===== src/rtl/port_event_fifo.sv =====
// Port-mapped byte FIFO on the MCU I/O bus: source bytes are queued, the MCU reads head/status and writes control.
// Optional build macro PEF_OVERWRITE_EN: when full, a new byte overwrites the oldest instead of being refused.
module port_event_fifo #(
  parameter int unsigned DEPTH     = 8,
  parameter logic [7:0]  DATA_ID   = 8'h30,
  parameter logic [7:0]  STATUS_ID = 8'h31,
  parameter logic [7:0]  CTRL_ID   = 8'h32
) (
  input  logic       CLK,
  input  logic       RESET,
  input  logic [7:0] PORT_ID,
  input  logic [7:0] OUT_PORT,
  input  logic       IO_STRB,
  output logic [7:0] IN_DATA,
  output logic       IN_HIT,
  input  logic [7:0] SRC_DATA,
  input  logic       SRC_VALID,
  output logic       SRC_READY,
  output logic       INTR
);

  localparam int unsigned PW = $clog2(DEPTH);
  localparam int unsigned CW = $clog2(DEPTH + 1);

  logic [7:0]    mem_q [DEPTH];
  logic [7:0]    mem_d [DEPTH];
  logic [PW-1:0] rd_ptr_q, rd_ptr_d;
  logic [PW-1:0] wr_ptr_q, wr_ptr_d;
  logic [CW-1:0] count_q, count_d;
  logic          ovf_q, ovf_d;
  logic          int_en_q, int_en_d;
  logic          intr_q, intr_d;

  logic       full, empty, ctrl_wr, pop_req, clr_ovf, flush;
  logic       do_push, do_pop, ovr_drop, ovf_evt;
  logic [3:0] ctrl_unused;
  logic [7:0] status;

  assign full        = (count_q == CW'(DEPTH));
  assign empty       = (count_q == '0);
  assign ctrl_wr     = IO_STRB && (PORT_ID == CTRL_ID);
  assign pop_req     = ctrl_wr && OUT_PORT[0];
  assign clr_ovf     = ctrl_wr && OUT_PORT[1];
  assign flush       = ctrl_wr && OUT_PORT[2];
  assign ctrl_unused = OUT_PORT[7:4];
  assign do_pop      = pop_req && !empty;

`ifdef PEF_OVERWRITE_EN
  // Full and no pop: the new byte replaces the oldest, both pointers advance.
  assign SRC_READY = 1'b1;
  assign do_push   = SRC_VALID;
  assign ovr_drop  = SRC_VALID && full && !do_pop;
  assign ovf_evt   = ovr_drop;
`else
  assign SRC_READY = !full;
  assign do_push   = SRC_VALID && !full;
  assign ovr_drop  = 1'b0;
  assign ovf_evt   = SRC_VALID && full;
`endif

  assign status  = {full, empty, ovf_q, int_en_q, 4'(count_q)};
  assign IN_HIT  = (PORT_ID == DATA_ID) || (PORT_ID == STATUS_ID);
  assign INTR    = intr_q;

  always_comb begin
    IN_DATA = 8'h00;
    if (PORT_ID == DATA_ID) begin
      IN_DATA = empty ? 8'h00 : mem_q[rd_ptr_q];
    end else if (PORT_ID == STATUS_ID) begin
      IN_DATA = status;
    end
  end

  // Next-state: flush overrides push/pop; overflow and int_en are independent of flush.
  always_comb begin
    mem_d    = mem_q;
    rd_ptr_d = rd_ptr_q;
    wr_ptr_d = wr_ptr_q;
    count_d  = count_q;
    ovf_d    = (ovf_q && !clr_ovf) || ovf_evt;
    int_en_d = ctrl_wr ? OUT_PORT[3] : int_en_q;
    intr_d   = 1'b0;
    if (flush) begin
      rd_ptr_d = '0;
      wr_ptr_d = '0;
      count_d  = '0;
    end else begin
      if (do_push) begin
        mem_d[wr_ptr_q] = SRC_DATA;
        wr_ptr_d        = PW'(wr_ptr_q + 1'b1);
      end
      if (do_pop || ovr_drop) begin
        rd_ptr_d = PW'(rd_ptr_q + 1'b1);
      end
      if (do_push && !do_pop && !ovr_drop) begin
        count_d = CW'(count_q + 1'b1);
      end else if (do_pop && !do_push) begin
        count_d = CW'(count_q - 1'b1);
      end
      intr_d = int_en_q && ((do_push && empty) || (do_pop && (count_d != '0)));
    end
  end

  always_ff @(posedge CLK) begin
    if (RESET) begin
      for (int i = 0; i < int'(DEPTH); i++) mem_q[i] <= 8'h00;
      rd_ptr_q <= '0;
      wr_ptr_q <= '0;
      count_q  <= '0;
      ovf_q    <= 1'b0;
      int_en_q <= 1'b0;
      intr_q   <= 1'b0;
    end else begin
      mem_q    <= mem_d;
      rd_ptr_q <= rd_ptr_d;
      wr_ptr_q <= wr_ptr_d;
      count_q  <= count_d;
      ovf_q    <= ovf_d;
      int_en_q <= int_en_d;
      intr_q   <= intr_d;
    end
  end

endmodule


===== config.mk =====
export PLATFORM = sky130hd
export DESIGN_NAME = port_event_fifo
export DESIGN_NICKNAME = d
export VERILOG_FILES = /design/src/rtl/port_event_fifo.sv
export SDC_FILE = /design/constraint.sdc
export NUM_CORES = 1
export LEC_CHECK = 0
export CAP_MARGIN = 20
export CORE_MARGIN = 5
export CORE_UTILIZATION = 63
export CTS_BUF_LIST = sky130_fd_sc_hd__clkbuf_8
export CTS_CLUSTER_SIZE = 24
export DETAILED_ROUTE_END_ITERATION = 8
export PLACE_DENSITY = 0.87
export SETUP_SLACK_MARGIN = 0.1
export SLEW_MARGIN = 10
export SYNTH_ARGS = -nofsm -noshare
export SYNTH_HDL_FRONTEND = slang
export SYNTH_SLANG_ARGS = --single-unit

===== constraint.sdc =====
create_clock -name CLK -period 4.6 [get_ports CLK]
set_input_delay 0.46 -clock CLK [delete_from_list [all_inputs] [get_ports CLK]]
set_output_delay 0.46 -clock CLK [all_outputs]
set_load 0.1 [all_outputs]

**After elaboration in Yosys (flattened, before gate mapping)**

Cells that the tools add are included.

- $add $sub $neg: 4
- $lt $le $gt $ge: 3
- Equal/unequal tests: 4
- Muxes and demuxes: 12
- Bitwise gates (word level): 3
- Reduce and logical (&&, ||, !) cells: 26

Operator list:

| operator | count |
|---|---|
| 64-bit bitwise mux | 1 |
| 8-bit 2-to-1 mux | 6 |
| 8-bit binary-select mux with 3-bit select | 1 |
| 8-bit demux with 3-bit select | 1 |
| 8-bit by 6-bit equality test with 1-bit output (second input constant) | 3 |
| 1-bit logical AND | 14 |
| 4-bit 2-to-1 mux | 3 |
| 4-bit >= comparator (second input constant) | 2 |
| 3-bit NOT with 4-bit output | 2 |
| 3-bit by 1-bit adder with 3-bit output (second input constant) | 2 |
| 1-bit logical NOT | 5 |
| 4-bit by 1-bit adder with 4-bit output (second input constant) | 1 |
| 4-bit equality test (second input constant) | 1 |
| 4-bit logical NOT | 1 |
| 4-bit by 1-bit less-than comparator with 1-bit output (second input constant) | 1 |
| 4-bit nonzero test | 1 |
| 4-bit by 1-bit subtractor with 4-bit output (second input constant) | 1 |
| 1-bit logical OR | 3 |
| 2-bit AND reduction | 1 |
| 2-bit OR reduction | 1 |
| 1-bit NOT | 1 |

- Bits in registers: 77
- Input port bits: 28
- Logic and storage cells: 66

**Logic depth before layout (Yosys ltp)**

Gate-level depths: netlist of the first run.

- Word-level depth: 12
- Depth in mapped cells: 10

**Worst setup path after synthesis of the first run**

OpenSTA, ideal clock, no wires.

- Kind: input -> output
- From: in PORT_ID[3]
- To: out IN_DATA[0]
- Data arrival time: 5.624 ns
- Required time: 4.140 ns
- Slack: -1.484 ns
- Stages: 4
- Cell sequence: or2_4 nor3_1 nand2_1 o21ai_0

- Longest elaborated chain between the ends: 3
- Elaborated cells on any way between the ends: 4

RTL lines:

| what | line | RTL |
|---|---|---|
| start, declared | 11 | `input logic [7:0] PORT_ID,` |
| 8-bit by 6-bit equality test with 1-bit output | 69 | `end else if (PORT_ID == STATUS_ID) begin` |
| 8-bit 2-to-1 mux | 69 |  |
| 8-bit 2-to-1 mux (*) | 67 | `if (PORT_ID == DATA_ID) begin` |
| end, declared | 14 | `output logic [7:0] IN_DATA,` |

Mark *: on every way between the ends. The rest lies on a longest branch, timed or not.

**Worst setup path after layout of the first run**

- From: reg rd_ptr_q[0]
- To: out IN_DATA[6]

- Longest elaborated chain between the ends: 6

RTL lines:

| what | line | RTL |
|---|---|---|
| start, declared | 27 | `logic [PW-1:0] rd_ptr_q, rd_ptr_d;` |
| start signal, assigned | 115 | `rd_ptr_q <= rd_ptr_d;` |
| 3-bit NOT with 4-bit output (not written as such) | 68 | `IN_DATA = empty ? 8'h00 : mem_q[rd_ptr_q];` |
| 8-bit binary-select mux with 3-bit select | 68 |  |
| 8-bit 2-to-1 mux (not written as such) (2 in series) | 68 |  |
| 8-bit 2-to-1 mux | 68 |  |
| 8-bit 2-to-1 mux | 67 |  |

Every way passes these cells. The select of a mux whose other input is x is not followed.

==> results of run 1 <==
## metal layers
metal	vias up	GRT usage [%]	share of wire, %
met5	-	0	0
met4	0	10.2	1.5
met3	11	5.39	6.8
met2	76	36.8	48
met1	1302	28.9	43
li1	1319	-	-
## critical path, delay by kind of cell, from the launching register on
family / cells / cell delay, ns
AO/OA/AOI/OAI: 1 / 0.13
AND/OR/NAND/NOR: 2 / 0.13
multiplexers: 2 / 0.81
buffers and inverters: 1 / 0.96
flip-flops: 1 / 0.67
## sequential cells by signal, summed over array words and instances, names as in the netlist
name and cells:
ovf_q 1, INTR 1, wr_ptr_q 3, int_en_q 1, rd_ptr_q 3, count_q 4, mem_q 64
## cell usage in the layout (no fill, tap or decap), types with 2 or more instances in the layout
cell,n
nor2_1,80
dfxtp_1,77
mux2i_1,75
clkdlybuf4s50_1,26
mux4_2,16
buf_4,13
nand2_1,12
clkbuf_8,9
inv_1,8
a21oi_1,6
o21ai_1,6
xnor2_1,4
nand3_1,4
ha_1,4
nor3_1,3
nand3b_1,3
nor3b_1,3
inv_6,3
nor3_4,2
nand2_2,2
a21o_1,2
xor2_1,2
nand4_1,2
a31oi_1,2
clkinv_4,2
## synth_stat cells (all sizes together), types with 2 or more instances
master	n	area, um^2
nor2	81	312
xor2	2	17.5
clkbuf	19	71.3
o21ai	7	35.0
nand2	14	57.6
nor3b	4	35.0
a21oi	6	30.0
buf	13	78.8
ha	4	50.1
nor3	6	52.6
or2	2	15.0
nand4	2	12.5
a21o	2	15.0
dfxtp	77	1540
nand3b	4	42.5
xnor2	4	35.0
mux2i	75	751
nand3	5	30.0
a211oi	2	27.5
inv	8	30.0
a31oi	2	12.5
mux4	16	360
## worst max path at each step
stage               slack [ns]    endpoint  depth (start not counted)
CTS                       1.07  IN_DATA[6]                          6
finish                    1.06  IN_DATA[6]                          6
floorplan                 0.19  IN_DATA[7]                          4
global route              0.93  IN_DATA[6]                          6
global placement          1.33   mem_q[40]                          7
detailed placement        1.31   mem_q[41]                          7
## through the flow
step	utilization [%]	instance area [um^2]	hold WS [ns]	total power, mW
6_report	72.9	4290	0.493	1.38
5_1_grt	72.9	4290	0.529	1.45
4_1_cts	72.9	4290	0.499	1.39
3_5_place_dp	69.4	4090	0.480	0.868
3_3_place_gp	69.4	4090	0.466	0.862
2_1_floorplan	-	3780	0.455	0.824
## kinds of logic (layout without fill, tap and decap cells)
| family | Yosys count | count (layout) | share of synthesized area [%] |
|---|---|---|---|
| AOI/OAI and AO/OA | 25 | 25 | 4.77 |
| xor gates and xnor gates | 6 | 6 | 1.39 |
| DFF | 77 | 77 | 40.8 |
| muxes | 92 | 92 | 29.7 |
| buffers and inverters | 40 | 64 | 4.77 |
| adders and majority gates | 4 | 4 | 1.33 |
| and+or+nand+nor | 126 | 126 | 17.1 |
## final cells by class
class	count	area (um^2)	share of cell area, %
sequential	77	1540	35.9
clock inverter	7	81.3	1.90
clock buffer	9	124	2.89
inverter	8	30.0	0.700
timing repair buffer	40	363	8.46
multi-input combinational	253	2060	47.9
tap	75	93.8	2.19
## power by group through the flow
| stage | Combinational [mW] | Sequential (mW) | Clock [mW] |
|---|---|---|---|
| 2_1_floorplan | 0.117 | 0.707 | 0 |
| 3_3_place_gp | 0.149 | 0.713 | 0 |
| 3_5_place_dp | 0.154 | 0.715 | 0 |
| 4_1_cts | 0.154 | 0.699 | 0.537 |
| 5_1_grt | 0.171 | 0.702 | 0.574 |
| 6_report | 0.154 | 0.699 | 0.531 |
==> flow_summary.json, run 1 <==
{
  "portBuffers": 34,
  "clk_path_buf_depth": 2,
  "layout_setup_ws_ns": 1.06,
  "switching_share_pct": 26.9,
  "pwr-share-comb_pct": 11.1,
  "cp.required_ns": 4.14,
  "tns_ns": 0,
  "antenna_found_initial": 0,
  "max_stage_delay_ns": 0.96,
  "switching_power_uw": 372,
  "path_clk_slew_ns": 0.08,
  "synth_cell_types": 48,
  "synth_seq_area_share_pct": 40.8,
  "die_w_um": 87.4,
  "grt_max_degree": 68,
  "num_antenna_cells": 0,
  "hpwl_um": 5280,
  "cts_tree": "yes",
  "drc": 0,
  "period_minus_slack_ns": 3.54,
  "ys_warn_count": 0,
  "cts_resized": 0,
  "dr_total_vias": 2708,
  "layout-drive-gt1-share_pct": 15.2,
  "root_buffer": "clkbuf_8",
  "netlist_instances": 370,
  "area_growth_syn_to_layout_pct": 13.7,
  "rsz0062_at_grt": "no",
  "tightest_slew_ns": 0.964,
  "syn_nets": 402,
  "synth_flop_cell": "dfxtp_1",
  "endpoint_kind": "output pin",
  "netlist_area_mm2": 0.00377,
  "r2r_cells": 9,
  "r2r-start": "count_q[0]",
  "fmax_ghz": 0.283,
  "grt_pass1_vias": 2699,
  "avgSynthCellArea_um2": 10.2,
  "routed_wl_um": 7900,
  "final_cells": 469,
  "core_mm2": 0.00589,
  "routedWlPerCell_um": 16.8,
  "startpoint": "rd_ptr_q[0]",
  "leakage_nw": 1.76,
  "status": "complete, no violations",
  "place_ws_ns": 1.31,
  "cts_buffers": 9,
  "hold_viol_final": 0,
  "postCtsSetupRepairBufs": 0,
  "slew_viol_final": 0,
  "place.gp.congestion": 0.823,
  "rows": 28,
  "min_path_type": "register to register",
  "power_density_mw_per_mm2": 323,
  "fill_cells": 418,
  "hold_buffers": 0,
  "critPathKind": "register to output pin",
  "min_to": "mem_q[12]",
  "die-area_mm2": 0.00764,
  "die_h_um": 87.4,
  "maxCapViolCount": 0,
  "seqPwrFrac_pct": 50.5,
  "cts.sinks": 77,
  "crit_slowest_cell": "clkdlybuf4s50_1",
  "grt_pass1_wl_um": 13100,
  "grt_overflow": 0,
  "ant_nets": 0,
  "final_nets": 421,
  "place_inst": 453,
  "vdd_drop_max_mv": 0.226,
  "clkPwrFrac_pct": 38.3,
  "synth_edf_count": 0,
  "h-tree-depth": 3,
  "max-slew-margin-rel_pct": 35.5,
  "timing.critical_path.cells": "mux4_2 -> mux2i_1 -> nor3_1 -> a21oi_1 -> nor2b_1 -> clkdlybuf4s50_1",
  "arrival_ns": 3.08,
  "start_util_pct": 64.1,
  "r2r_end": "mem_q[42]",
  "hold_path_startpoint": "mem_q[12]",
  "setup_viol": 0,
  "first_pass_iters": 4,
  "drt_iter0_drc": 155,
  "fin_crit_sh_pct": 76.9,
  "cp-start-kind": "register",
  "synth-seq-cells": 77,
  "via_per_inst": 5.77,
  "grt_use_total_pct": 22.8,
  "cp_max_fo": 9,
  "synthArstFlopShare_pct": 0,
  "p_int_mw": 1.01,
  "insertion_delay_ns": 0.37,
  "r2r_slack_ns": 1.56,
  "finalClockSkew_ns": 0.00691,
  "hold_depth": 2,
  "ios": 39
}
Note: power is estimated with default switching activity, not from simulation.
==> run 2, diff against run 1 <==
Settings changed: CORE_UTILIZATION 63 to 59, PLACE_DENSITY 0.87 to 0.82.
Clock period 4.6 ns to 3.4 ns, I/O delays scaled along.
==> flow_summary.json, run 2 (same netlist as run 1, synthesis figures left out) <==
{
  "status": "complete, no violations",
  "place_ws_ns": 0.766,
  "ant_nets": 0,
  "core_mm2": 0.00628,
  "fmax_ghz": 0.350,
  "finalClockSkew_ns": 0.00694,
  "drc": 0,
  "largest_register_ffs": 64,
  "endpoint_kind": "output pin",
  "grt_pass1_wl_um": 13600,
  "routed_wl_um": 8130,
  "power_density_mw_per_mm2": 457,
  "leakage_nw": 1.83,
  "cpLargestDelayFamily": "flip-flops",
  "final_common_cell": "nor2_1",
  "start_util_pct": 60.1,
  "fill_cells": 463,
  "grt_pass1_vias": 2786,
  "root_buffer": "clkbuf_8",
  "max-slew-margin-rel_pct": 35.8,
  "final_cell_mix": "nor2_1, dfxtp_1, mux2i_1",
  "arrival_ns": 2.52,
  "die_w_um": 90.0,
  "final_nets": 427,
  "portBuffers": 34,
  "routedWlPerCell_um": 17.0,
  "biggestRegsByFlops": "mem_q: 64 flops, count_q: 4 flops",
  "cp_max_fo": 12,
  "multi_input_area_mm2": 0.00209,
  "cts_buffers": 9,
  "num_antenna_cells": 0,
  "grt_use_total_pct": 21.0,
  "dr.max_layer_used": "met4",
  "final_core_util_pct": 70.4,
  "hpwl_um": 5510,
  "cts_tree": "yes",
  "cp_common_cell": "buf_4",
  "rsz0062_at_grt": "no",
  "max_stage_delay_ns": 0.81,
  "cp.required_ns": 3.06,
  "vdd_drop_max_mv": 0.393,
  "grt_max_degree": 56,
  "cp-start-kind": "register",
  "tns_ns": 0,
  "dr_wl_met2_um": 3860,
  "cp.buffers_inverters": 2,
  "tightest_slew_ns": 0.960,
  "path_clk_slew_ns": 0.08,
  "cts_resized": 0,
  "crit_slowest_cell": "dfxtp_1",
  "cts.sinks": 77,
  "power.total_mw": 2.02,
  "slew_viol_final": 0,
  "hold_buffers": 0,
  "register_area_mm2": 0.00154,
  "ios": 39,
  "postCtsSetupRepairBufs": 0,
  "insertion_delay_ns": 0.36,
  "period_minus_slack_ns": 2.86,
  "regMostFlops": "mem_q",
  "place.gp.congestion": 0.840,
  "die_h_um": 90.0,
  "wl_met1_um": 3690,
  "maxCapViolCount": 0,
  "drt_iter0_drc": 140,
  "timing.critical_path.cells": "buf_4 -> mux4_2 -> mux2i_1 -> o21ai_2 -> buf_4",
  "critPathKind": "register to output pin",
  "die-area_mm2": 0.00810,
  "routed-wl-met3_um": 410,
  "first_pass_iters": 4,
  "antenna_found_initial": 0,
  "via_per_inst": 5.74,
  "rows": 29,
  "fin_crit_sh_pct": 84.1,
  "area_growth_syn_to_layout_pct": 17.1,
  "h-tree-depth": 3,
  "layout-drive-gt1-share_pct": 19.0,
  "layout_setup_ws_ns": 0.539,
  "min_path_type": "primary input to register",
  "dr_total_vias": 2740,
  "grt_overflow": 0,
  "setup_viol": 0,
  "clk_path_buf_depth": 2,
  "hold_viol_final": 0
}
## run 2: cell types whose count changed in the layout (fill, tap and decap cells not counted), sizes merged
cell	before	now
clkdlybuf4s50	26	23
buf	14	23
inv	11	8
bufinv	1	3
clkbuf	9	11
clkinv	2	1
## run 2: worst paths after layout
| path | startpoint | slack [ns] | cells past startpoint | endpoint |
|---|---|---|---|---|
| worst max-delay path | rd_ptr_q[0] | 0.54 | 5 | IN_DATA[2] |
| worst min-delay path | RESET | 0.30 | 2 | int_en_q |
| worst max register to register | count_q[0] | 0.77 | 9 | mem_q[46] |
| worst min register to register | mem_q[4] | 0.50 | 2 | mem_q[4] |
## run 2: layer usage
layer / vias up / global-route usage, %
met5: - / 0
met3: 20 / 5.34
li1: 1328 / -
met4: 0 / 8.81
met2: 68 / 33.2
met1: 1324 / 27.1
## run 2: worst reg2reg max path: stages (launching register included)
cell and delay (ns):
dfxtp_1 0.45, inv_1 0.12, ha_1 0.29, nand3b_4 0.14, nand2_2 0.18, a211o_4 0.39
nor3b_1 0.42, buf_4 0.26, mux2i_1 0.20, nor2_1 0.06
## run 2: final cells by class
cell class              instances  share of cell area [%]
multi-input cells             253                    47.4
flip-flops and latches         77                    34.9
inverters                       8                   0.680
clock inverters                 5                    2.41
well taps                      77                    2.18
clock buffers                  11                    3.43
repair buffers                 46                    9.06
## run 2: through the flow
step / instances / cell area, um^2 / hold WS [ns]
after CTS: 477 / 4420 / 0.291
after detailed placement: 461 / 4160 / 0.479
after floorplan: 370 / 3810 / 0.455
after global placement: 461 / 4160 / 0.468
after global routing: 477 / 4420 / 0.315
final: 477 / 4420 / 0.303
## run 2: power breakdown
group | internal [mW] | total (mW) | switching [mW]
clock | 0.529 | 0.860 | 0.332
sequential | 0.924 | 0.946 | 0.0213
combinational | 0.0984 | 0.213 | 0.115
==> run 3, diff against run 2 <==
Settings changed: CORE_UTILIZATION 59 to 53, PLACE_DENSITY 0.82 to 0.78.
Clock period 3.4 ns to 2.5 ns, I/O delays scaled along.
==> flow_summary.json, run 3 (same netlist as run 1, synthesis figures left out) <==
{
  "status": "complete, no violations",
  "largest_register_ffs": 64,
  "insertion_delay_ns": 0.35,
  "start_util_pct": 54.9,
  "final_nets": 440,
  "cp_max_fo": 9,
  "critPathKind": "register to output pin",
  "h-tree-depth": 3,
  "cp-start-kind": "register",
  "cts_buffers": 9,
  "tns_ns": 0,
  "fill_cells": 515,
  "layout-drive-gt1-share_pct": 24.3,
  "grt_pass1_wl_um": 13600,
  "portBuffers": 34,
  "r2r_end": "INTR",
  "hold_buffers": 0,
  "die_w_um": 94.4,
  "path_clk_slew_ns": 0.07,
  "tightest_slew_ns": 0.562,
  "arrival_ns": 2.12,
  "routedWlPerCell_um": 16.3,
  "num_antenna_cells": 0,
  "dr_total_vias": 2736,
  "root_buffer": "clkbuf_8",
  "endpoint_kind": "output pin",
  "final_cell_mix": "nor2_1, dfxtp_1, mux2i_1",
  "die-area_mm2": 0.00891,
  "finalClockSkew_ns": 0.00930,
  "max-slew-margin-rel_pct": 62.5,
  "cts.sinks": 77,
  "grt_pass1_vias": 2707,
  "routed_wl_um": 8260,
  "drt_iter0_drc": 194,
  "register_area_mm2": 0.00154,
  "drc": 0,
  "first_pass_iters": 4,
  "clk_path_buf_depth": 2,
  "cts_tree": "yes",
  "via_per_inst": 5.39,
  "place.gp.congestion": 0.864,
  "setup_viol": 0,
  "fin_crit_sh_pct": 94.9,
  "hold_depth": 2,
  "crit_path_end": "IN_DATA[5]",
  "rows": 30,
  "hpwl_um": 5980,
  "r2r_slack_ns": 0.25,
  "maxCapViolCount": 0,
  "cp.required_ns": 2.25,
  "power.total_mw": 2.39,
  "vdd_drop_max_mv": 0.332,
  "r2r_cells": 8,
  "final_core_util_pct": 68.2,
  "leakage_nw": 1.93,
  "hold_viol_final": 0,
  "final_common_cell": "nor2_1",
  "area_growth_syn_to_layout_pct": 24.1,
  "rsz0062_at_grt": "yes",
  "period_minus_slack_ns": 2.37,
  "grt_max_degree": 51,
  "startpoint": "rd_ptr_q[1]",
  "ios": 39,
  "core_mm2": 0.00687,
  "grt_overflow": 0,
  "grt_use_total_pct": 20.0,
  "fmax_ghz": 0.422,
  "die_h_um": 94.4,
  "power_density_mw_per_mm2": 510,
  "ant_nets": 0,
  "min_path_type": "primary input to register",
  "regMostFlops": "mem_q",
  "slew_viol_final": 0,
  "antenna_found_initial": 0,
  "biggestRegsByFlops": "mem_q: 64 flops, count_q: 4 flops",
  "multi_input_area_mm2": 0.00221,
  "r2r-start": "count_q[0]"
}
==> run 3: cell count changes in the layout (fill, tap and decap cells not counted), moves of 3 or more <==
| cell | before | now |
|---|---|---|
| o21ai_2 | 6 | 0 |
| buf_4 | 22 | 26 |
| o21ai_4 | 0 | 6 |
| buf_12 | 0 | 10 |
| mux2i_1 | 75 | 71 |
| clkinv_2 | 0 | 4 |
| bufinv_16 | 3 | 0 |
| mux2i_2 | 0 | 3 |
==> run 3: how the worst min path moves through the flow <==
stage / start / to
2_1_floorplan: OUT_PORT[3] / int_en_q
3_3_place_gp: mem_q[47] / mem_q[47]
3_5_place_dp: mem_q[12] / mem_q[12]
4_1_cts: RESET / mem_q[0]
5_1_grt: RESET / mem_q[0]
6_report: RESET / mem_q[25]
==> run 3: through the flow <==
stage | std cells | setup WS (ns) | hold WS (ns) | instance area [um^2]
2_1_floorplan | 370 | -0.0808 | 0.397 | 3890
3_3_place_gp | 492 | 0.133 | 0.467 | 4480
3_5_place_dp | 492 | 0.0766 | 0.478 | 4480
4_1_cts | 507 | 0.112 | 0.275 | 4650
5_1_grt | 508 | 0.0632 | 0.279 | 4680
6_report | 508 | 0.128 | 0.287 | 4680
==> run 3: layer usage <==
| metal | share of wire [%] | GRT usage [%] | wire length (um) |
|---|---|---|---|
| met1 | 47 | 26.5 | 3880 |
| met2 | 47 | 32.3 | 3910 |
| met3 | 3.9 | 4.06 | 325 |
| met4 | 1.8 | 7.46 | 151 |
| met5 | 0 | 0 | 0 |
==> run 3: power by group <==
group | total [mW] | switching (mW) | internal (mW)
Sequential | 1.28 | 0.0243 | 1.26
Combinational | 0.333 | 0.176 | 0.157
Clock | 0.774 | 0.429 | 0.346
==> run 3: area by class of cell <==
type                    count  share of cell area [%]
multi-input cells         253                    47.2
flip-flops and latches     77                    33.0
repair buffers             59                    13.3
clock buffers               9                    2.65
well taps                  96                    2.57
clock inverters             6                   0.695
inverters                   8                   0.641
==> run 3: repair_timing <==
action	4_1_cts	5_1_grt
buffers inserted	0	1
endpoints found under the setup margin	8	9
resized for setup	6	4
pin swaps	0	1
==> run 3: worst max-delay path, cell delays in order, from the launching register on <==
cell and delay (ns):
dfxtp_2 0.44, buf_4 0.23, mux4_2 0.51, mux2i_1 0.31, o21ai_4 0.11, buf_12 0.17
==> variant 1, RTL diff (flow settings as in run 2) <==
Reset style: asynchronous (`RESET`), changed in one clocked block.
--- a/src/rtl/port_event_fifo.sv
+++ b/src/rtl/port_event_fifo.sv
@@ -102,5 +102,5 @@
   end
 
-  always_ff @(posedge CLK) begin
+  always_ff @(posedge CLK or posedge RESET) begin
     if (RESET) begin
       for (int i = 0; i < int'(DEPTH); i++) mem_q[i] <= 8'h00;
Behaviour: differs if RESET is asserted again (counterexample within 4 cycles, from zero or initial values and one cycle with RESET high); with RESET held inactive, the same outputs for 4 cycles.
==> variant 1 against run 2 <==
- cell count is 15% lower
- sequential cell count did not move
- worst hold slack better by 0.14 ns
- area after synthesis grew 3.1%
- setup slack worse by 0.022 ns
- via count shrank 11%
- wire length is 2.5% lower
- design area up 2.1%
Power is not compared: it rests on default switching activity, and its combinational part moved more than twofold at a synthesized area within 25%.
==> variant 1: results (changes against run 2) <==
metric	value	unit	change
ys_seq_area_frac	0.4955		+0.08701
finalSetupViolations	0		unchanged
grt_pass1_wl	13660	um	+0.10%
synthArstFlopShare	1.000		+1.000
crit_path_top_delay_cell	dfrtp_1		
vdd_ir_drop_max	0.4525	mV	
dp_slack	0.4451	ns	-0.3208 ns
reg.largest.list	mem_q (64), count_q (4)		
drt-vias-per-instance	6.025		+4.9%
hold_ws	0.4443	ns	+0.1410 ns
wirelength	7927	um	-2.5%
cp_top_family	simple AND/OR/NAND/NOR gates		
max-slew-margin-rel	0.3538		-0.004056
synth_mux_area_frac	0.3066		+0.009214
nFillCells	436		-5.8%
placed_cell_area	4338	um^2	+4.3%
synth_xor_area_frac	0.01351		-0.0004122
drt_first_iter_violations	144		+2.9%
worstSetupStartpoint	count_q[0]		
synth_ff_type	dfrtp_1		
placed_cells	390		-15%
cpPeakStageDelay	0.44	ns	-0.37 ns
vias	2446		-11%
r2r-start	count_q[1]		
postSynthCellCount	284		-23%
layout-drive-gt1-share	0.4195		+0.2295
synth-compound-area-share	0.03153		-0.01621
synthAdderAreaFrac	0.01802		+0.004755
crit_end	IN_DATA[0]		
grt_pass1_vias	2642		-5.2%
critical_path_arrival	2.54	ns	+0.02 ns
fin_nets	356		-17%
grt_max_degree	43		-23%
r2r_slack	0.62	ns	-0.15 ns
gp_congestion	0.8798		+4.8%
crit_fanout	7		-5
hpwl	5518	um	+0.12%
holdCritPathClass	input port to asynchronous set/reset pin		
grt_usage	0.2126		+0.003102
synth_area_leaders	dfrtp_1 50%, mux2_2 19%, mux4_2 9.3%		
synth_commonest_cells	77 x dfrtp_1, 64 x mux2_2, 17 x nand2_1, 16 x mux4_2, 11 x nor2_1		
r2r-end	mem_q[26]		
skew	0.005595	ns	-0.001345 ns
syn-num-nets	316		-21%
period_share	0.8479		+0.006443
cts_buffers	9		unchanged
status	finished clean		
-- variant 1: cell count changes after synthesis, moves of 3 or more --
cell	run 2	this run
o22ai_1	0	3
mux2_2	0	64
clkbuf_1	19	2
inv_1	8	5
buf_2	6	3
dfrtp_1	0	77
dfxtp_1	77	0
nand2_1	12	17
mux2i_1	75	10
a21oi_1	6	3
o21ai_0	7	10
nor2_1	80	11
-- variant 1: per-layer routing --
metal,part of all wire,track usage,wire length [um]
met1,0.45,0.2875,3565
met2,0.49,0.3281,3856
met3,0.041,0.04959,328
met4,0.022,0.09780,177
met5,0,0,0
-- variant 1: layout make-up --
type,count,area (um^2),share of cell area
sequential,77,1927,0.4272
multi-input combinational,190,1921,0.4258
timing repair buffer,41,380.4,0.08433
clock buffer,9,123.9,0.02746
tap,77,96.34,0.02136
clock inverter,7,43.79,0.009709
inverter,5,18.77,0.004161
-- variant 1: where the power goes --
part           leakage [uW]  internal, uW  switching [uW]
logic              0.000847           706             478
clock network     0.0000842           260             335
registers          0.000930          1350             294
==> variant 2, RTL diff (settings of run 2) <==
Made on the original files. The parameter `DEPTH` goes from 8 to 16.
--- a/src/rtl/port_event_fifo.sv
+++ b/src/rtl/port_event_fifo.sv
@@ -2,5 +2,5 @@
 // Optional build macro PEF_OVERWRITE_EN: when full, a new byte overwrites the oldest instead of being refused.
 module port_event_fifo #(
-  parameter int unsigned DEPTH     = 8,
+  parameter int unsigned DEPTH     = 16,
   parameter logic [7:0]  DATA_ID   = 8'h30,
   parameter logic [7:0]  STATUS_ID = 8'h31,
Function: changed (a bounded check fails within 10 cycles, from zero or initial values and one cycle with RESET high).
==> variant 2 against run 2 <==
- total power grew 72%
- clock skew grew 0.0016 ns
- design area grew 74%
- sequential power grew 83%
- sequential cell count grew 67
- non-clock buffer count shrank 3
- global-route usage grew 3.0 points
- wire length grew 87%
- count of clock-buffer cells in the layout grew 9
- register-to-register slack lost 0.23 ns
- setup slack lost 0.28 ns
- area after synthesis grew 79%
==> variant 2: results (changes against run 2) <==
metric	value	unit	change
status	finished clean		
dp_slack	0.5946	ns	-0.1714 ns
reg.largest.list	mem_q (128), count_q (5)		
synth_cell_types	43		-10%
gp_congestion	0.7886		-6.1%
leakagePower	0.002518	uW	+37%
synth_commonest_cells	146 x nor2_1, 144 x dfxtp_1, 131 x mux2i_1, 40 x mux4_2, 29 x clkbuf_1		
synth_area_leaders	dfxtp_1 43%, mux2i_1 19%, mux4_2 13%		
r2r_slack	0.54	ns	-0.23 ns
drt_first_iter_violations	358		+160%
r2r_cells	8		-1
drtPass1Iterations	5		+1
crit_end	IN_DATA[3]		
clk_latency	0.44	ns	+0.08 ns
hold_ws	0.4187	ns	+0.1154 ns
crit_fanout	15		+3
vdd_ir_drop_max	0.4234	mV	+7.7%
grt_max_degree	72		+29%
r2r-end	mem_q[100]		
wirelength	15210	um	+87%
worstMarginPinSlew	0.9741	ns	+0.01386 ns
cts_buffers	17		+8
ys_seq_area_frac	0.4263		+0.01778
worstSetupStartpoint	rd_ptr_q[2]		
grt_pass1_vias	4747		+70%
grt_usage	0.2400		+0.03041
htreeDepth	4		+1
critical_path_arrival	2.80	ns	+0.28 ns
grt_pass1_wl	24870	um	+82%
skew	0.008557	ns	+0.001617 ns
drt-vias-per-instance	5.855		+1.9%
placed_cell_area	7262	um^2	+75%
layout-drive-gt1-share	0.1865		-0.003480
syn-num-nets	645		+60%
==> variant 2: report_power, final <==
part	total (uW)	internal, uW	switching (uW)
logic	259	107	152
registers	1730	1710	22.6
clock network	1470	848	626
==> variant 2: cells by family after synthesis <==
group,count (synthesis),synth area share
buffers and inverters,50,0.03238
XOR/XNOR,11,0.01425
AND/OR/NAND/NOR,203,0.1584
multiplexers,171,0.3271
flip-flops,144,0.4263
AO/OA/AOI/OAI,22,0.02683
adder cells (fa/ha/maj),8,0.01480
==> variant 2: worst max-delay path, stage by stage (launching register included) <==
cell and delay, ns:
dfxtp_2 0.57, buf_12 0.23, mux4_2 0.55, mux4_2 0.52, a32o_1 0.31, buf_12 0.17
==> variant 2: worst min-delay path by stage <==
stage              start         end  cells after the start
6_report           RESET       ovf_q                      2
5_1_grt            RESET       ovf_q                      2
4_1_cts            RESET  mem_q[124]                      2
3_5_place_dp   mem_q[88]   mem_q[88]                      2
3_3_place_gp   mem_q[95]   mem_q[95]                      2
2_1_floorplan  mem_q[10]   mem_q[10]                      2
==> variant 2: routing by layer <==
layer  vias up  track usage  part of all wire
met4         0      0.09098             0.016
met5         -            0                 0
met2       142       0.3986              0.49
met3        20      0.05193             0.060
met1      2223       0.3084              0.44
li1       2188            -                 -
==> variant 2: final cells by class <==
type	count	area, um^2
Clock inverter	10	161.4
Fill cell	799	3622
Tap cell	143	178.9
Timing Repair Buffer	43	493.0
Inverter	6	22.52
Clock buffer	20	275.3
Sequential cell	144	2885
Multi-Input combinational cell	415	3682
==> variant 2: stage by stage <==
| stage | power [uW] | cells |
|---|---|---|
| floorplan | 1940 | 609 |
| global placement | 2008 | 751 |
| detailed placement | 2023 | 751 |
| CTS | 3484 | 781 |
| global route | 3586 | 781 |
| finish | 3464 | 781 |
